<file path="config.mk">
export PLATFORM = sky130hd
export DESIGN_NAME = token_decoder_flat
export DESIGN_NICKNAME = d
export VERILOG_FILES = /design/src/rtl/token_decoder_if.sv /design/src/rtl/token_decoder.sv /design/src/flat_wrapper.sv
export SDC_FILE = /design/constraint.sdc
export NUM_CORES = 1
export LEC_CHECK = 0
export CAP_MARGIN = 20
export CORE_MARGIN = 4
export CORE_UTILIZATION = 35
export CTS_CLUSTER_SIZE = 10
export DETAILED_ROUTE_END_ITERATION = 10
export GPL_TIMING_DRIVEN = 0
export PLACE_DENSITY = 0.54
export SYNTH_ARGS = -nofsm -noshare
export SYNTH_HDL_FRONTEND = slang
export SYNTH_SLANG_ARGS = --single-unit
</file>
<file path="constraint.sdc">
create_clock -name clk -period 2.7 [get_ports clk]
set_clock_uncertainty 0.1 [all_clocks]
set_input_delay 0.675 -clock clk [delete_from_list [all_inputs] [get_ports clk]]
set_output_delay 0.675 -clock clk [all_outputs]
set_load 0.02 [all_outputs]
</file>
<file path="src/rtl/token_decoder_if.sv">
// token_decoder_if: request, vocabulary-RAM and character-stream signals
// for token_decoder. slave is the decoder side, master the environment side.
// Optional TOKEN_DECODER_LEN_EN adds the word_len result.
interface token_decoder_if #(
  parameter int ADDR_WIDTH = 4,
  parameter int DATA_WIDTH = 8,
  parameter int ID_WIDTH   = 4
);
  logic                  start;
  logic [ID_WIDTH-1:0]   token_id;
  logic                  busy;
  logic [ADDR_WIDTH-1:0] vocab_addr;
  logic [DATA_WIDTH-1:0] vocab_data;
  logic [DATA_WIDTH-1:0] char_out;
  logic                  char_valid;
  logic                  char_ready;
  logic                  char_last;
  logic                  done;
  logic                  found;
`ifdef TOKEN_DECODER_LEN_EN
  logic [ADDR_WIDTH:0]   word_len;

  modport slave (
    input  start, token_id, vocab_data, char_ready,
    output busy, vocab_addr, char_out, char_valid, char_last, done, found,
           word_len
  );

  modport master (
    output start, token_id, vocab_data, char_ready,
    input  busy, vocab_addr, char_out, char_valid, char_last, done, found,
           word_len
  );
`else
  modport slave (
    input  start, token_id, vocab_data, char_ready,
    output busy, vocab_addr, char_out, char_valid, char_last, done, found
  );

  modport master (
    output start, token_id, vocab_data, char_ready,
    input  busy, vocab_addr, char_out, char_valid, char_last, done, found
  );
`endif
endinterface

</file>
<file path="src/rtl/token_decoder.sv">
// token_decoder: looks up entry token_id in a terminator-packed vocabulary
// RAM and streams its characters out over valid/ready.
// Optional feature macro: TOKEN_DECODER_LEN_EN (adds word_len output).
//
// state    | meaning
// ---------+-----------------------------------------------------------
// IDLE     | waiting for start
// SEEK_REQ | RAM address for the scanned byte is in flight
// SEEK_CHK | scanned byte available: count terminators / first char
// LOOK_REQ | RAM address of the following byte is in flight
// LOOK_CHK | following byte available: decide char_last
// OUT      | char_valid high, waiting for char_ready
// DONE     | done pulse, found reported
module token_decoder #(
  parameter int ADDR_WIDTH = 4,
  parameter int DATA_WIDTH = 8,
  parameter int ID_WIDTH   = 4
) (
  input  logic            clk,
  input  logic            rst_n,
  token_decoder_if.slave  bus
);

  typedef enum logic [2:0] {
    IDLE,
    SEEK_REQ,
    SEEK_CHK,
    LOOK_REQ,
    LOOK_CHK,
    OUT,
    DONE
  } state_t;

  // One bit wider than the RAM address so a scan past the top is never
  // mistaken for address 0.
  localparam logic [ADDR_WIDTH:0] ADDR_LAST = (ADDR_WIDTH+1)'((2 ** ADDR_WIDTH) - 1);

  state_t                state;
  logic [ID_WIDTH-1:0]   rem;
  logic [ADDR_WIDTH:0]   addr;
  logic [ADDR_WIDTH:0]   addr_inc;
  logic [DATA_WIDTH-1:0] next_char;
  logic                  end_flag;

  // Address of the byte after the one currently held.
  assign addr_inc = addr + (ADDR_WIDTH+1)'(1);

  // Sequencer with all outputs registered; vocab_addr is only loaded on the
  // transitions into SEEK_REQ or LOOK_REQ.
  always_ff @(posedge clk or negedge rst_n) begin
    if (!rst_n) begin
      state          <= IDLE;
      rem            <= '0;
      addr           <= '0;
      next_char      <= '0;
      end_flag       <= 1'b0;
      bus.busy       <= 1'b0;
      bus.vocab_addr <= '0;
      bus.char_out   <= '0;
      bus.char_valid <= 1'b0;
      bus.char_last  <= 1'b0;
      bus.done       <= 1'b0;
      bus.found      <= 1'b0;
`ifdef TOKEN_DECODER_LEN_EN
      bus.word_len   <= '0;
`endif
    end else begin
      bus.done <= 1'b0;
      case (state)
        IDLE: begin
          if (bus.start) begin
            rem            <= bus.token_id;
            addr           <= '0;
            end_flag       <= 1'b0;
            bus.vocab_addr <= '0;
            bus.found      <= 1'b0;
            bus.busy       <= 1'b1;
`ifdef TOKEN_DECODER_LEN_EN
            bus.word_len   <= '0;
`endif
            state          <= SEEK_REQ;
          end
        end

        SEEK_REQ: begin
          state <= SEEK_CHK;
        end

        SEEK_CHK: begin
          if (rem != '0) begin
            if (bus.vocab_data == '0) begin
              rem <= rem - ID_WIDTH'(1);
            end
            if (addr == ADDR_LAST) begin
              bus.done  <= 1'b1;
              bus.found <= 1'b0;
              state     <= DONE;
            end else begin
              addr           <= addr_inc;
              bus.vocab_addr <= addr_inc[ADDR_WIDTH-1:0];
              state          <= SEEK_REQ;
            end
          end else if (bus.vocab_data == '0) begin
            // Requested entry is empty or lies past the end of the table.
            bus.done  <= 1'b1;
            bus.found <= 1'b0;
            state     <= DONE;
          end else begin
            bus.char_out <= bus.vocab_data;
            if (addr == ADDR_LAST) begin
              end_flag <= 1'b1;
            end else begin
              bus.vocab_addr <= addr_inc[ADDR_WIDTH-1:0];
            end
            state <= LOOK_REQ;
          end
        end

        LOOK_REQ: begin
          state <= LOOK_CHK;
        end

        LOOK_CHK: begin
          // At the top of RAM there is no following byte to look at.
          if (end_flag) begin
            bus.char_last <= 1'b1;
          end else begin
            next_char     <= bus.vocab_data;
            bus.char_last <= (bus.vocab_data == '0);
          end
          bus.char_valid <= 1'b1;
          state          <= OUT;
        end

        OUT: begin
          if (bus.char_ready) begin
            bus.char_valid <= 1'b0;
`ifdef TOKEN_DECODER_LEN_EN
            bus.word_len   <= bus.word_len + (ADDR_WIDTH+1)'(1);
`endif
            if (bus.char_last) begin
              bus.done  <= 1'b1;
              bus.found <= 1'b1;
              state     <= DONE;
            end else begin
              bus.char_out <= next_char;
              addr         <= addr_inc;
              if (addr_inc == ADDR_LAST) begin
                end_flag <= 1'b1;
              end else begin
                bus.vocab_addr <= addr[ADDR_WIDTH-1:0] + ADDR_WIDTH'(2);
              end
              state <= LOOK_REQ;
            end
          end
        end

        DONE: begin
          bus.busy <= 1'b0;
          state    <= IDLE;
        end

        default: begin
          state <= IDLE;
        end
      endcase
    end
  end

endmodule

</file>
<file path="src/flat_wrapper.sv">
// flat-port wrapper written by rule: the top's interface ports become plain ports
module token_decoder_flat 
#(
  parameter int ADDR_WIDTH = 4,
  parameter int DATA_WIDTH = 8,
  parameter int ID_WIDTH   = 4
)
  (clk, rst_n, bus_start, bus_token_id, bus_vocab_data, bus_char_ready, bus_busy, bus_vocab_addr, bus_char_out, bus_char_valid, bus_char_last, bus_done, bus_found);
  token_decoder_if #(.ADDR_WIDTH(ADDR_WIDTH), .DATA_WIDTH(DATA_WIDTH), .ID_WIDTH(ID_WIDTH)) bus_i ();
  input  logic clk;
  input  logic rst_n;
  input wire logic [$bits(bus_i.start)-1:0] bus_start;
  input wire logic [$bits(bus_i.token_id)-1:0] bus_token_id;
  input wire logic [$bits(bus_i.vocab_data)-1:0] bus_vocab_data;
  input wire logic [$bits(bus_i.char_ready)-1:0] bus_char_ready;
  output wire logic [$bits(bus_i.busy)-1:0] bus_busy;
  output wire logic [$bits(bus_i.vocab_addr)-1:0] bus_vocab_addr;
  output wire logic [$bits(bus_i.char_out)-1:0] bus_char_out;
  output wire logic [$bits(bus_i.char_valid)-1:0] bus_char_valid;
  output wire logic [$bits(bus_i.char_last)-1:0] bus_char_last;
  output wire logic [$bits(bus_i.done)-1:0] bus_done;
  output wire logic [$bits(bus_i.found)-1:0] bus_found;
  assign bus_i.start = bus_start;
  assign bus_i.token_id = bus_token_id;
  assign bus_i.vocab_data = bus_vocab_data;
  assign bus_i.char_ready = bus_char_ready;
  assign bus_busy = bus_i.busy;
  assign bus_vocab_addr = bus_i.vocab_addr;
  assign bus_char_out = bus_i.char_out;
  assign bus_char_valid = bus_i.char_valid;
  assign bus_char_last = bus_i.char_last;
  assign bus_done = bus_i.done;
  assign bus_found = bus_i.found;
  token_decoder #(.ADDR_WIDTH(ADDR_WIDTH), .DATA_WIDTH(DATA_WIDTH), .ID_WIDTH(ID_WIDTH)) u_core (.clk(clk), .rst_n(rst_n), .bus(bus_i));
endmodule
</file>
# Yosys cells after proc, flatten, opt, wreduce, memory -nomap -nowiden
# Cells that the tools add are included.
# totals
latchBits	0
n_memories	0
regBits	38
mem_bits_ro	0
inputBits	16
out_inout_bits	17
ramBits	0
word_cells	112
# op_classes
multipliers	0
shifts	0
n_mux	55
eq_ne	23
n_bitwise	1
add_sub_neg	3
div_mod_pow	0
reduce_logical	18
order_cmp	0
# op_table
op	n
$mux 4	10
$mux 8	4
$mux 5	5
$mux 1	20
$mux 3	6
$pmux 3 s6	1
$reduce_and 6->1	3
$pmux 8 s2	1
$pmux 5 s3	1
$ne 2x2->1 const B	7
$pmux 4 s3	1
$eq 5x4->1 const B	2
$ne 2x1->1 const B	5
$eq 3x3->1 const B	3
$logic_not 8->1	1
$pmux 4 s2	1
$reduce_and 2->1	4
$reduce_and 8->1	1
$reduce_bool 2->1	4
$eq 3x2->1 const B	2
$pmux 1 s2	3
$pmux 1 s3	2
$add 5x1->5 const B	1
$reduce_and 5->1	1
11 further kinds	11

# Depth between registers and ports, before layout
# depth
depth_word	6
ltp_mapped	6
mapped_depth_nobuf	6

# Worst setup path before layout
# Ideal clock, no wire load.
# synth_timing
path_type	input-to-reg
start	in bus_vocab_data[0]
end	reg u_core.bus.char_out[0]
setup_slack_ns	0.630
path_stages	4
n_path_buf	0
t_arrival_ns	1.845
t_required_ns	2.475
cell_sequence	or4_1 > o211ai_2 > a32oi_4 > mux2_2
# synth_via
elab_chain_cells	3
elab_cells_between_ends	6
classes_between	eq/ne: 1; mux: 3; reduce/logical: 2
# synth_lines
element	line	source
start, declared	flat_wrapper.sv:14	input wire logic [$bits(bus_i.vocab_data)-1:0] bus_vocab_data;
$logic_not 8->1 / $mux 8 (equally long branches)	token_decoder.sv:103	end else if (bus.vocab_data == '0) begin
$ne 2x2->1 (no line) / $mux 8 (equally long branches)	-	
$reduce_and 5->1 (no line) / $pmux 8 s2 (equally long branches)	-	
end signal, assigned	token_decoder.sv:109	bus.char_out <= bus.vocab_data;
end signal, assigned	token_decoder.sv:146	bus.char_out <= next_char;
end, declared	token_decoder_if.sv:37	output busy, vocab_addr, char_out, char_valid, char_last, done, found
# Parallel ways exist; a longest one is shown, timed or not. The select of a mux whose other input is x is not followed.
# A chain may end at the register's enable or synchronous reset.

# Final worst setup path
# layout_timing
start	in bus_vocab_data[0]
end	reg u_core.bus.vocab_addr[0]
# layout_via
elab_chain_cells	3
# layout_lines
element	line	source
$logic_not 8->1	token_decoder.sv:103	
$ne 3x2->1 (no line)	-	
$reduce_and 6->1 (no line)	-	
end signal, assigned	token_decoder.sv:100	bus.vocab_addr <= addr_inc[ADDR_WIDTH-1:0];
end signal, assigned	token_decoder.sv:113	bus.vocab_addr <= addr_inc[ADDR_WIDTH-1:0];
end signal, assigned	token_decoder.sv:151	bus.vocab_addr <= addr[ADDR_WIDTH-1:0] + ADDR_WIDTH'(2);
end, declared	token_decoder_if.sv:37	
# No other way between the ends.

==> run summary <==
sky130_fd_sc_hd__dfrtp_1 takes more of the synthesized area than any other cell. The count of cells in the finished layout, fillers not included, comes to 318. STA classifies the critical path startpoint as an input port.

The count of nets left with antenna violations after detail routing came out at 0. Of the total synthesized cell area, the portion taken by full adders, half adders and majority gates is 0.0294. The logic depth of the worst register-to-register path came out at 6. The wire length of the first global-routing pass is 8250 um.

Counting flops with an async set or reset pin after synthesis yields a share of 1.00. The maximum number of pins on one net before global-route repair came out at 39. Across every metal layer, demand over resource in global routing totals 0.140.

Dividing the detail-routed wire length by the instance count gives 15.4 um. In this run the standard cell core region covers 5920 um2. The number of placed instances, taps included, is 311. Of the total synthesized cell area, the portion taken by XOR and XNOR cells is 0.00411. The gate count after technology mapping is 204. The min-delay analysis places its worst path in the category input port to asynchronous set/reset pin. STA classifies the critical path endpoint as a register. The flow ran to the end, and the final reports show no timing, DRC or antenna violations. The number of clock sinks is 38.

Clock-pin slew was measured on the worst setup and hold paths at 0.08 ns. After filler insertion, the fill cell instance count of the layout stands at 573. The remaining routing DRC violations is 0. The total congestion overflow after global routing came out at 0.

The setup slack of the worst register-to-register path came out at 0.40 ns. The summed instance area of the synthesized netlist is 2130 um2. The count of different cell masters after synthesis is 49. The tool flagged a number of max-cap violations equal to 0. The mux cell area share after synthesis came out at 0.126. The number of failing hold endpoints at the final stage came out at 0.

IR analysis of the VDD net gives a maximum drop of 0.476 mV. In this run the count of I/O pins placed on the die edge is 33. The complex-gate fraction of the synthesized area is 0.172. The synthesized net count is 225. By startpoint and endpoint, the worst setup path is classified as input port to register.

Derived from the worst setup path, the maximum achievable clock frequency is 401 MHz. The most common cell after layout, fill and taps aside is sky130_fd_sc_hd__dfrtp_1. The synthesized area per cell came out at 10.4 um2. Walking the worst path, the cells encountered are clkdlybuf4s50_1 > nor4_2 > a31oi_1 > o221ai_2 > mux2_2. The sequential cell area fraction in the yosys report came out at 0.447. The number of antenna diodes in the final layout is 0. The first detailed-routing pass took 4 iterations. The final clock period utilization by the worst path is 0.924. After legalization and detailed placement, the total HPWL measured 3540 um. In this design, the stage delay of the slowest critical-path cell is 0.52 ns.

The shortest clock period the worst path allows after layout came out at 2.49 ns. The deepest clock path buffer count is 2. The width of the die came out at 86 um. The flip-flop cell with the highest count after synthesis is sky130_fd_sc_hd__dfrtp_1.

The post-CTS setup buffer count is 0. For this design, the CTS-stage hold fixing added 0 buffers. Across the whole layout, storage elements account for 951 um2. The CTS tree is done. Overall power consumption after layout is estimated at 2.71 mW. The area enclosed by the die boundary came out at 7400 um2. The post-synthesis register bit count came out at 38. In the final layout, the share of cells above drive strength 1 is 0.198. The total clock buffers created by CTS came out at 5.

The count of final setup violators is 0. After synthesis, the largest family of logic cells by area is simple AND/OR/NAND/NOR gates. By area the synthesized netlist is led by sky130_fd_sc_hd__dfrtp_1 (45%), sky130_fd_sc_hd__mux2_2 (12%), sky130_fd_sc_hd__nand2_1 (6.2%).

Counting flops with a built-in enable in the synthesized netlist gives 0. The required time of the critical path came out at 2.78 ns. The total vias in the final route is 1674. Data on the critical path arrives at its endpoint at 2.58 ns. The relative max-transition margin came out at 0.423. The final cell utilization of the core came out at 0.449. The initialized floorplan defines 28 standard-cell rows. Summed over all cells, the static leakage comes to 1.13 nW. The initial detailed-routing violation count came out at 66. The routability congestion estimate from global placement is 0.862.

The total of buffers placed on input and output ports is 32. The cell sitting at the root of the clock tree is a sky130_fd_sc_hd__clkbuf_8. Compared with the post-synthesis result, the final layout area differs by 24.9%. Of the post-synthesis cell area, the dominant cell type holds 0.447. The number of nets in the finished design came out at 264. For this run, the number of Yosys warnings is 0. The overall routed net length is 4910 um. In the final timing run, aggregate negative setup slack is 0 ns. The clock latency on the worst-skew pair is 0.29 ns. The actual slew at the worst max-slew pin is 0.865 ns. Once the clock tree was built, the resizer swapped 0 gates to a different size. The post-synthesis share of cell area spent on and, or, nand and nor gates came out at 0.192. From bottom edge to top edge, the die measures 86 um.

The initial utilization of the core area, before any placement, comes to 0.360. For this design the ratio of total power to cell area is 1020 nW/um2. Setup repair after global routing left no endpoint under its margin. The number of antenna violations at the first check in global routing came to 0. Among all stages on the critical path, the largest delay is contributed by sky130_fd_sc_hd__nor4_2. Leaving out fill and tap cells, the most frequent cells in the layout are sky130_fd_sc_hd__dfrtp_1 (38), sky130_fd_sc_hd__nand2_1 (35), sky130_fd_sc_hd__clkdlybuf4s50_1 (31).

The multi-input combinational cell area is 1120 um2. The count of H-tree levels built during CTS is 2. The max-slew violation count was 0.

Of all nets on the critical path, the largest fanout is 5. After detailed routing, the number of vias per cell comes to 5.26. The number of global-route vias before repair came out at 1660.
[cell type report]
type / count / share of cell area
Buffer: 7 / 0.0118
Multi-Input combinational cell: 150 / 0.422
Clock inverter: 1 / 0.0113
Tap cell: 75 / 0.0353
Clock buffer: 6 / 0.0310
Sequential cell: 38 / 0.357
Timing Repair Buffer: 32 / 0.119
Inverter: 9 / 0.0127
[synth_stat cells, types with 2 or more instances]
cell                        number
sky130_fd_sc_hd__inv_1           9
sky130_fd_sc_hd__nor3b_4         2
sky130_fd_sc_hd__nand2_1        35
sky130_fd_sc_hd__and2_1          2
sky130_fd_sc_hd__nor4_2          2
sky130_fd_sc_hd__nand3_1         3
sky130_fd_sc_hd__a21oi_1         5
sky130_fd_sc_hd__nor3_1          2
sky130_fd_sc_hd__o2111ai_1       2
sky130_fd_sc_hd__and3b_1         2
sky130_fd_sc_hd__clkbuf_1        3
sky130_fd_sc_hd__o21bai_1        3
sky130_fd_sc_hd__dfrtp_1        38
sky130_fd_sc_hd__nor2b_1         3
sky130_fd_sc_hd__a22o_1          3
sky130_fd_sc_hd__ha_1            5
sky130_fd_sc_hd__o21ai_0        13
sky130_fd_sc_hd__buf_2           4
sky130_fd_sc_hd__and3_1          3
sky130_fd_sc_hd__nor2_1          9
sky130_fd_sc_hd__a31oi_1         6
sky130_fd_sc_hd__mux2_2         23
[worst max-delay path, delay by kind of cell]
family                 cells  cell delay (ns)
AND/OR/NAND/NOR            1             0.52
buffers and inverters      1             0.48
AO/OA/AOI/OAI              2             0.52
multiplexers               1             0.38
[metrics by stage]
| stage | worst slack [ns] | area (um2) | hold slack [ns] |
|---|---|---|---|
| 2_1_floorplan | 0.630 | 2130 | 0.279 |
| 3_3_place_gp | -0.219 | 2540 | 0.389 |
| 3_5_place_dp | -0.193 | 2540 | 0.393 |
| 4_1_cts | 0.123 | 2650 | 0.416 |
| 5_1_grt | 0.0810 | 2660 | 0.428 |
| 6_report | 0.206 | 2660 | 0.396 |
[metal layers]
metal / wire length (um) / global-route usage / share of wire / up-vias
met1: 2390 / 0.205 / 0.49 / 799
met3: 247 / 0.0288 / 0.050 / 4
met4: 35 / 0.0388 / 0.0071 / 0
li1: - / - / - / 824
met5: 0 / 0 / 0 / -
met2: 2230 / 0.207 / 0.45 / 47
[cells by family (layout without fill, tap and decap cells)]
kind of cell | after synthesis | count (layout)
buffers and inverters | 16 | 55
muxes | 24 | 24
adders and majority gates | 5 | 5
xor gates and xnor gates | 1 | 1
and+or+nand+nor | 72 | 72
DFF | 38 | 38
AOI/OAI and AO/OA | 48 | 48
[where the power goes]
part	internal, mW	total, mW	switching [mW]	leakage (nW)
registers	0.796	0.954	0.158	0.474
logic	0.590	1.25	0.658	0.599
clock network	0.296	0.505	0.209	0.0573
total	1.68	2.71	1.03	1.13
[path summary, 6_finish.rpt]
check / from / end
max reg2reg: u_core.addr[0] / u_core.bus.vocab_addr[0]
min: rst_n / u_core.state[0]
min in group clk: u_core.addr[4] / u_core.addr[4]
max in group asynchronous: rst_n / u_core.rem[1]
max: bus_vocab_data[0] / u_core.bus.vocab_addr[0]
min reg2reg: u_core.addr[4] / u_core.addr[4]
[registers in the layout (all words and copies together) (netlist names)]
name / count
u_core.bus.vocab_addr: 4
u_core.addr: 5
u_core.next_char: 8
u_core.rem: 4
u_core.bus.busy: 1
u_core.bus.char_last: 1
u_core.state: 3
u_core.bus.found: 1
u_core.end_flag: 1
u_core.bus.done: 1
u_core.bus.char_valid: 1
u_core.bus.char_out: 8
No activity file was read; power rests on OpenSTA's default activity.
